--- src/rtl/drv_spi_slave_mc_if.sv ---
// Pin-side and word-side signal bundle of the multi-channel SPI slave.
// The slave modport is the RTL view; the master modport is the MCU/register side.
interface drv_spi_slave_mc_if #(
  parameter int WIDTH = 16,
  parameter int N_CS  = 2,
  parameter int CH_W  = 3
);
  logic             spi_scl;
  logic             spi_sdi;
  logic             spi_sdo;
  logic [N_CS-1:0]  spi_cs_n;
  logic [1:0]       cfg_mode;
  logic [WIDTH-1:0] tx_data;
  logic             tx_ready;
  logic [WIDTH-1:0] rx_data;
  logic             rx_valid;
  logic [CH_W-1:0]  rx_ch;
  logic             frame_start;
  logic             frame_end;
  logic             abort;
  logic             cs_err;

  modport slave (
    input  spi_scl, spi_sdi, spi_cs_n, cfg_mode, tx_data,
    output spi_sdo, tx_ready, rx_data, rx_valid, rx_ch,
    output frame_start, frame_end, abort, cs_err
  );

  modport master (
    output spi_scl, spi_sdi, spi_cs_n, cfg_mode, tx_data,
    input  spi_sdo, tx_ready, rx_data, rx_valid, rx_ch,
    input  frame_start, frame_end, abort, cs_err
  );
endinterface

--- src/rtl/drv_spi_slave_mc.sv ---
// Multi-channel SPI slave: oversampled SPI pins, runtime CPOL/CPHA, N chip selects,
// continuous multi-word bursts with per-word rx/tx handshakes and abort/error pulses.
module drv_spi_slave_mc #(
  parameter int WIDTH   = 16,
  parameter int N_CS    = 2,
  parameter int CH_W    = 3,
  parameter bit MSB_1ST = 1'b1
) (
  input  logic                     clk,
  input  logic                     rst_n,
  drv_spi_slave_mc_if.slave        bus
);

  localparam int CNT_W = $clog2(WIDTH + 1);

  typedef enum logic [1:0] {
    ST_IDLE,
    ST_ACTIVE,
    ST_ERR
  } state_e;

  function automatic logic head_bit(input logic [WIDTH-1:0] w);
    return MSB_1ST ? w[WIDTH-1] : w[0];
  endfunction

  function automatic logic [WIDTH-1:0] advance(input logic [WIDTH-1:0] w);
    return MSB_1ST ? {w[WIDTH-2:0], 1'b0} : {1'b0, w[WIDTH-1:1]};
  endfunction

  function automatic logic [WIDTH-1:0] shift_in(input logic [WIDTH-1:0] w, input logic b);
    return MSB_1ST ? {w[WIDTH-2:0], b} : {b, w[WIDTH-1:1]};
  endfunction

  // Synchronisers: [0],[1] metastability chain, scl_q[2] is the edge-detect history.
  logic [2:0]      scl_q;
  logic [1:0]      sdi_q;
  logic [N_CS-1:0] cs_meta_q;
  logic [N_CS-1:0] cs_q;

  state_e           state_q,       state_d;
  logic [1:0]       mode_q,        mode_d;
  logic             armed_q,       armed_d;
  logic [CNT_W-1:0] bit_cnt_q,     bit_cnt_d;
  logic [WIDTH-1:0] rx_sh_q,       rx_sh_d;
  logic [WIDTH-1:0] tx_sh_q,       tx_sh_d;
  logic             hold_q,        hold_d;
  logic             sdo_q,         sdo_d;
  logic [WIDTH-1:0] rx_data_q,     rx_data_d;
  logic [CH_W-1:0]  rx_ch_q,       rx_ch_d;
  logic             tx_ready_q,    tx_ready_d;
  logic             rx_valid_q,    rx_valid_d;
  logic             frame_start_q, frame_start_d;
  logic             frame_end_q,   frame_end_d;
  logic             abort_q,       abort_d;
  logic             cs_err_q,      cs_err_d;

  always_ff @(posedge clk or negedge rst_n) begin
    if (!rst_n) begin
      scl_q     <= '0;
      sdi_q     <= '0;
      // NOTE: CS synchronisers reset to "asserted" so a chip select already low at
      // reset release is seen as a mid-frame select and never starts a frame.
      cs_meta_q <= '0;
      cs_q      <= '0;
    end else begin
      // NOTE: sequential state uses non-blocking assignments so every flop samples
      // the pre-edge value of its neighbour; blocking here would collapse the chain.
      scl_q     <= {scl_q[1:0], bus.spi_scl};
      sdi_q     <= {sdi_q[0], bus.spi_sdi};
      cs_meta_q <= bus.spi_cs_n;
      cs_q      <= cs_meta_q;
    end
  end

  logic scl_rise, scl_fall, cpol, cpha;
  logic lead_edge, trail_edge, sample_edge, shift_edge;

  assign scl_rise    = scl_q[1] & ~scl_q[2];
  assign scl_fall    = ~scl_q[1] & scl_q[2];
  assign cpol        = mode_q[1];
  assign cpha        = mode_q[0];
  assign lead_edge   = cpol ? scl_fall : scl_rise;
  assign trail_edge  = cpol ? scl_rise : scl_fall;
  assign sample_edge = cpha ? trail_edge : lead_edge;
  assign shift_edge  = cpha ? lead_edge : trail_edge;

  logic            any_low, multi_low, sel, all_high;
  logic [CH_W-1:0] chan;

  always_comb begin
    // NOTE: every always_comb output gets a default first; a path that leaves one
    // unassigned would infer a latch.
    any_low   = 1'b0;
    multi_low = 1'b0;
    chan      = '0;
    for (int i = 0; i < N_CS; i++) begin
      if (!cs_q[i]) begin
        if (any_low) multi_low = 1'b1;
        else         chan      = CH_W'(i);
        any_low = 1'b1;
      end
    end
  end

  assign sel      = any_low & ~multi_low;
  assign all_high = &cs_q;

  logic [WIDTH-1:0] word_v;

  always_comb begin
    state_d       = state_q;
    mode_d        = mode_q;
    armed_d       = armed_q | all_high;
    bit_cnt_d     = bit_cnt_q;
    rx_sh_d       = rx_sh_q;
    tx_sh_d       = tx_sh_q;
    hold_d        = hold_q;
    sdo_d         = sdo_q;
    rx_data_d     = rx_data_q;
    rx_ch_d       = rx_ch_q;
    tx_ready_d    = 1'b0;
    rx_valid_d    = 1'b0;
    frame_start_d = 1'b0;
    frame_end_d   = 1'b0;
    abort_d       = 1'b0;
    cs_err_d      = 1'b0;
    word_v        = shift_in(rx_sh_q, sdi_q[1]);

    unique case (state_q)
      ST_IDLE: begin
        sdo_d  = 1'b0;
        mode_d = bus.cfg_mode;
        if (!armed_q) begin
          if (any_low) state_d = ST_ERR;
        end else if (sel) begin
          frame_start_d = 1'b1;
          rx_ch_d       = chan;
          bit_cnt_d     = '0;
          tx_sh_d       = bus.tx_data;
          tx_ready_d    = 1'b1;
          // CPHA=1 drives bit 0 on the first lead edge instead of here.
          hold_d        = bus.cfg_mode[0];
          sdo_d         = bus.cfg_mode[0] ? 1'b0 : head_bit(bus.tx_data);
          state_d       = ST_ACTIVE;
        end else if (any_low) begin
          cs_err_d = 1'b1;
          state_d  = ST_ERR;
        end
      end

      ST_ACTIVE: begin
        if (sample_edge) begin
          rx_sh_d = word_v;
          if (bit_cnt_q == CNT_W'(WIDTH - 1)) begin
            rx_data_d  = word_v;
            rx_valid_d = 1'b1;
            bit_cnt_d  = '0;
            tx_sh_d    = bus.tx_data;
            tx_ready_d = 1'b1;
            hold_d     = 1'b1;
          end else begin
            bit_cnt_d = bit_cnt_q + CNT_W'(1);
          end
        end else if (shift_edge) begin
          if (hold_q) begin
            sdo_d  = head_bit(tx_sh_q);
            hold_d = 1'b0;
          end else begin
            tx_sh_d = advance(tx_sh_q);
            sdo_d   = head_bit(advance(tx_sh_q));
          end
        end
        // A word completing in the same clk as deselect leaves bit_cnt_d at 0: no abort.
        if (!(sel && (chan == rx_ch_q))) begin
          frame_end_d = 1'b1;
          abort_d     = (bit_cnt_d != '0);
          sdo_d       = 1'b0;
          state_d     = any_low ? ST_ERR : ST_IDLE;
        end
      end

      ST_ERR: begin
        sdo_d = 1'b0;
        if (all_high) state_d = ST_IDLE;
      end

      default: begin
        sdo_d   = 1'b0;
        state_d = ST_IDLE;
      end
    endcase
  end

  always_ff @(posedge clk or negedge rst_n) begin
    if (!rst_n) begin
      state_q       <= ST_IDLE;
      mode_q        <= '0;
      armed_q       <= 1'b0;
      bit_cnt_q     <= '0;
      rx_sh_q       <= '0;
      tx_sh_q       <= '0;
      hold_q        <= 1'b0;
      sdo_q         <= 1'b0;
      rx_data_q     <= '0;
      rx_ch_q       <= '0;
      tx_ready_q    <= 1'b0;
      rx_valid_q    <= 1'b0;
      frame_start_q <= 1'b0;
      frame_end_q   <= 1'b0;
      abort_q       <= 1'b0;
      cs_err_q      <= 1'b0;
    end else begin
      state_q       <= state_d;
      mode_q        <= mode_d;
      armed_q       <= armed_d;
      bit_cnt_q     <= bit_cnt_d;
      rx_sh_q       <= rx_sh_d;
      tx_sh_q       <= tx_sh_d;
      hold_q        <= hold_d;
      sdo_q         <= sdo_d;
      rx_data_q     <= rx_data_d;
      rx_ch_q       <= rx_ch_d;
      tx_ready_q    <= tx_ready_d;
      rx_valid_q    <= rx_valid_d;
      frame_start_q <= frame_start_d;
      frame_end_q   <= frame_end_d;
      abort_q       <= abort_d;
      cs_err_q      <= cs_err_d;
    end
  end

  assign bus.spi_sdo     = sdo_q;
  assign bus.tx_ready    = tx_ready_q;
  assign bus.rx_data     = rx_data_q;
  assign bus.rx_valid    = rx_valid_q;
  assign bus.rx_ch       = rx_ch_q;
  assign bus.frame_start = frame_start_q;
  assign bus.frame_end   = frame_end_q;
  assign bus.abort       = abort_q;
  assign bus.cs_err      = cs_err_q;

endmodule
--- src/flat_wrapper.sv ---
// flat-port wrapper written by rule: the top's interface ports become plain ports
module drv_spi_slave_mc_flat 
#(
  parameter int WIDTH   = 16,
  parameter int N_CS    = 2,
  parameter int CH_W    = 3,
  parameter bit MSB_1ST = 1'b1
)
  (clk, rst_n, bus_spi_scl, bus_spi_sdi, bus_spi_cs_n, bus_cfg_mode, bus_tx_data, bus_spi_sdo, bus_tx_ready, bus_rx_data, bus_rx_valid, bus_rx_ch, bus_frame_start, bus_frame_end, bus_abort, bus_cs_err);
  drv_spi_slave_mc_if #(.WIDTH(WIDTH), .N_CS(N_CS), .CH_W(CH_W)) bus_i ();
  input  logic clk;
  input  logic rst_n;
  input wire logic [$bits(bus_i.spi_scl)-1:0] bus_spi_scl;
  input wire logic [$bits(bus_i.spi_sdi)-1:0] bus_spi_sdi;
  input wire logic [$bits(bus_i.spi_cs_n)-1:0] bus_spi_cs_n;
  input wire logic [$bits(bus_i.cfg_mode)-1:0] bus_cfg_mode;
  input wire logic [$bits(bus_i.tx_data)-1:0] bus_tx_data;
  output wire logic [$bits(bus_i.spi_sdo)-1:0] bus_spi_sdo;
  output wire logic [$bits(bus_i.tx_ready)-1:0] bus_tx_ready;
  output wire logic [$bits(bus_i.rx_data)-1:0] bus_rx_data;
  output wire logic [$bits(bus_i.rx_valid)-1:0] bus_rx_valid;
  output wire logic [$bits(bus_i.rx_ch)-1:0] bus_rx_ch;
  output wire logic [$bits(bus_i.frame_start)-1:0] bus_frame_start;
  output wire logic [$bits(bus_i.frame_end)-1:0] bus_frame_end;
  output wire logic [$bits(bus_i.abort)-1:0] bus_abort;
  output wire logic [$bits(bus_i.cs_err)-1:0] bus_cs_err;
  assign bus_i.spi_scl = bus_spi_scl;
  assign bus_i.spi_sdi = bus_spi_sdi;
  assign bus_i.spi_cs_n = bus_spi_cs_n;
  assign bus_i.cfg_mode = bus_cfg_mode;
  assign bus_i.tx_data = bus_tx_data;
  assign bus_spi_sdo = bus_i.spi_sdo;
  assign bus_tx_ready = bus_i.tx_ready;
  assign bus_rx_data = bus_i.rx_data;
  assign bus_rx_valid = bus_i.rx_valid;
  assign bus_rx_ch = bus_i.rx_ch;
  assign bus_frame_start = bus_i.frame_start;
  assign bus_frame_end = bus_i.frame_end;
  assign bus_abort = bus_i.abort;
  assign bus_cs_err = bus_i.cs_err;
  drv_spi_slave_mc #(.WIDTH(WIDTH), .N_CS(N_CS), .CH_W(CH_W), .MSB_1ST(MSB_1ST)) u_core (.clk(clk), .rst_n(rst_n), .bus(bus_i));
endmodule
--- config.mk ---
export PLATFORM = sky130hd
export DESIGN_NAME = drv_spi_slave_mc_flat
export DESIGN_NICKNAME = d
export VERILOG_FILES = /design/src/rtl/drv_spi_slave_mc_if.sv /design/src/rtl/drv_spi_slave_mc.sv /design/src/flat_wrapper.sv
export SDC_FILE = /design/constraint.sdc
export NUM_CORES = 1
export LEC_CHECK = 0
export ABC_AREA = 0
export CORE_MARGIN = 1.5
export CORE_UTILIZATION = 35
export CTS_BUF_LIST = sky130_fd_sc_hd__clkbuf_8
export CTS_CLUSTER_SIZE = 8
export DETAILED_ROUTE_END_ITERATION = 12
export PLACE_DENSITY = 0.54
export SLEW_MARGIN = 10
export SYNTH_ARGS = -nofsm -noshare
export SYNTH_HDL_FRONTEND = slang
export SYNTH_SLANG_ARGS = --single-unit
--- constraint.sdc ---
create_clock -name clk -period 2.1 [get_ports clk]
set_input_delay 0.525 -clock clk [delete_from_list [all_inputs] [get_ports clk]]
set_output_delay 0.525 -clock clk [all_outputs]
set_load 0.01 [all_outputs]
==> results by group <==
Run status
  • Outcome: complete, no violations

STA
  • Final min period: 2.00 ns
  • Clock skew: 0.0114 ns
  • RSZ-0062 raised after global routing: no
  • Final period util: 0.952
  • Worst setup margin: approximately 0.10 ns
  • Setup violators final: 0
  • Slew Limit Fails: 0
  • Final hold violation count: 0
  • Final TNS setup: 0 ns
  • FMAX: 500 MHz

GRT
  • Vias in the first global route: 2235
  • Grt total ovfl: 0
  • Gr usage total: 0.139
  • Initial antenna violation count: 0
  • First-pass GRT wire length: 10700 um
  • Pin count of the biggest net entering global routing: 38

Synthesis
  • Number of synthesized register bits: 75
  • Register area share after synthesis: 0.580
  • Post-synth EDFFs: 0
  • Yosys warnings: 0
  • Synth Area per Inst: 13.2 sq um
  • Synthesized area: 3230 sq um
  • Mapped Cells: 245
  • Post-synth ARST share: 1.00
  • Post-synth cell types: between 40 and 50
  • Prevailing post-synth register cell: dfrtp_1

Clock network
  • CTS Sinks: 75
  • Clock Tree Buf Depth: 2
  • Root buffer cell: clkbuf_8
  • Number of H-tree levels: 3
  • TritonCTS clock tree: built
  • Num CTS Buffers: 9
  • Worst skew pair latency: 0.35 ns
  • Clk slew on worst S/H paths: 0.08 ns

Placement
  • Buffers on Ports: 47
  • GPL Wtd Cong: 0.790
  • Hpwl dp: 4230 um
  • Placed instance area: a little under 4000 sq um
  • Dpl ws: -0.00767 ns

Route
  • Met2 WL post-DR: a little over 3000 um
  • DR pass1 iterations: 4
  • Final wirelength: ~6300 um
  • Vias per std cell: 5.03
  • Post-DRT Antenna Nets: 0
  • Uppermost layer routed: met4
  • Met3 Wirelength: ~270 um
  • Via count: 2098
  • Metal-1 WL: slightly below 3000 um
  • Routed WL per cell: about 15 um
  • Starting DRT DRC Count: 75
  • DRC Markers: 0

Floorplanning
  • Row count: 34
  • Die ar.: slightly below 10000 sq um
  • DIE WIDTH: 99.1 um
  • Total core area: 8850 sq um
  • Boundary pin count: 50
  • Initial Util: 0.366
  • Die Span Y: 99.1 um

Critical path
  • Reg2reg start: u_core.cs_q[0]$_DFF_PN0_
  • CP arrival: approximately 2.3 ns
  • Biggest cell delay along the critical path: 0.40 ns
  • R2R setup slack: 0.10 ns
  • Reg2Reg Depth: 8
  • WS Path Type: flop to flop
  • Type of origin of the critical path: flop
  • Setup crit end kind: flop
  • CP Cell Sequence: inv_1, ha_4, and3b_2, a21oi_1, a211oi_4, a21boi_4, clkbuf_16, a2bb2oi_2
  • Worst EP required: 2.38 ns
  • Max Fanout on Critical Path: 8
  • Reg2Reg Capture Point: u_core.tx_sh_q[12]$_DFFE_PN0P_
  • Crit path launch: u_core.cs_q[0]$_DFF_PN0_
  • Crit-path slowest cell: dfrtp_1

Cells and area
  • Share of cells above drive strength 1: 0.291
  • Most frequent cells in the layout: dfrtp_1 (74), clkdlybuf4s50_1 (46), mux2_2 (35)
  • Final nets: 333
  • Multi-input logic area: 1290 sq um
  • Area Growth Syn to Fin: 28.0%
  • Fillers: 813
  • Number of diodes: 0
  • Most common cell after layout, fill and taps aside: dfrtp_1
  • Final instance area: roughly 4100 sq um
  • Storage cell area: 1880 sq um

Hold path
  • Hold crit path type: input port to asynchronous set/reset pin

Power and ir drop
  • Worst VDD drop: ~0.43 mV
  • PD cells: 1140 nW/um^2
  • Leakage dissipation: ~1.8 nW

Flow run
  • MaxCap Viol Count: 0
how the worst max path moves through the flow:
stage / slack (ns) / to
global placement: 0.07 / u_core.tx_sh_q[2]$_DFFE_PN0P_
detailed placement: -0.008 / u_core.tx_sh_q[5]$_DFFE_PN0P_
global route: 0.001 / u_core.tx_sh_q[15]$_DFFE_PN0P_
CTS: 0.02 / u_core.tx_sh_q[2]$_DFFE_PN0P_
floorplan: 0.02 / u_core.rx_sh_q[10]$_DFFE_PN0P_
finish: 0.10 / u_core.tx_sh_q[12]$_DFFE_PN0P_
metrics by stage:
step | power (mW) | hold WS (ns) | utilization | cells
finish | 4.70 | 0.0517 | 0.468 | 417
global route | 5.00 | 0.0614 | 0.468 | 417
CTS | 4.67 | 0.0537 | 0.461 | 415
detailed placement | 3.67 | 0.336 | 0.441 | 399
global placement | 3.64 | 0.334 | 0.441 | 399
floorplan | 3.15 | 0.229 | - | 246
Yosys cell counts, types with 2 or more instances:
cell type / instances / area, sq um
nand2b_1: 5 / 31.3
a2bb2oi_2: 9 / 135
o31ai_1: 3 / 22.5
o21a_1: 2 / 15.0
buf_4: 3 / 22.5
or2_2: 3 / 18.8
nand3_1: 3 / 15.0
o22ai_1: 15 / 93.8
a21oi_1: 6 / 30.0
inv_1: 6 / 22.5
and3_1: 2 / 12.5
nor2_1: 10 / 37.5
mux2i_1: 3 / 30.0
o21ai_0: 6 / 30.0
dfrtp_1: 75 / 1880
a2bb2oi_1: 7 / 61.3
ha_1: 5 / 62.6
nand2_1: 10 / 37.5
and2_1: 2 / 12.5
buf_2: 5 / 25.0
clkbuf_1: 5 / 18.8
nor2b_1: 2 / 12.5
a22o_1: 4 / 35.0
mux2_2: 35 / 394
final cells by class:
cell class              instances  share of cell area
clock buffers                   9              0.0299
well taps                     108              0.0326
repair buffers                 62               0.156
multi-input cells             150               0.311
inverters                       6             0.00544
flip-flops and latches         75               0.453
clock inverters                 7              0.0106
sequential cells by signal (all words and copies together), names as in the netlist, 2 cells and up:
signal and flops:
u_core.bus.rx_data 16, u_core.tx_sh_q 16, u_core.rx_sh_q 15, u_core.bit_cnt_q 5, u_core.scl_q 3, u_core.cs_meta_q 2
u_core.cs_q 2, u_core.mode_q 2, u_core.sdi_q 2, u_core.state_q 2
report_power, final:
group / internal, mW / total (mW) / switching (mW)
Sequential: 1.76 / 2.00 / 0.239
Combinational: 0.960 / 1.73 / 0.772
Clock: 0.427 / 0.977 / 0.551
cells by family (layout without fill, tap and decap cells):
kind of cell | after synthesis | count (layout) | share of synthesized area
simple gates | 44 | 44 | 0.0708
other cells | 1 | 2 | 0.00116
xor+xnor | 3 | 3 | 0.0104
buf+inv | 21 | 84 | 0.0325
compound gates | 57 | 57 | 0.150
flops | 75 | 75 | 0.580
mux | 39 | 39 | 0.135
fa+ha+maj | 5 | 5 | 0.0193
routing by layer:
metal,GRT usage,vias to the layer above
met2,0.221,40
met5,0,-
met1,0.177,1054
met4,0.0553,0
met3,0.0457,12
li1,-,992
what timing repair did:
action	4_1_cts	5_1_grt
pin swaps	0	1
setup endpoints to repair	8	16
hold buffers	0	0
resized for setup	1	6
setup buffers	0	1
gates cloned	0	1
worst max-delay path: cells and delay by family (launching register included):
kind,cells,cell delay (ns)
adders and majority gates,1,0.28
AOI/OAI and AO/OA,4,0.73
DFF,1,0.40
and+or+nand+nor,1,0.22
buffers and inverters,2,0.29
(Power assumes the default switching activity.)
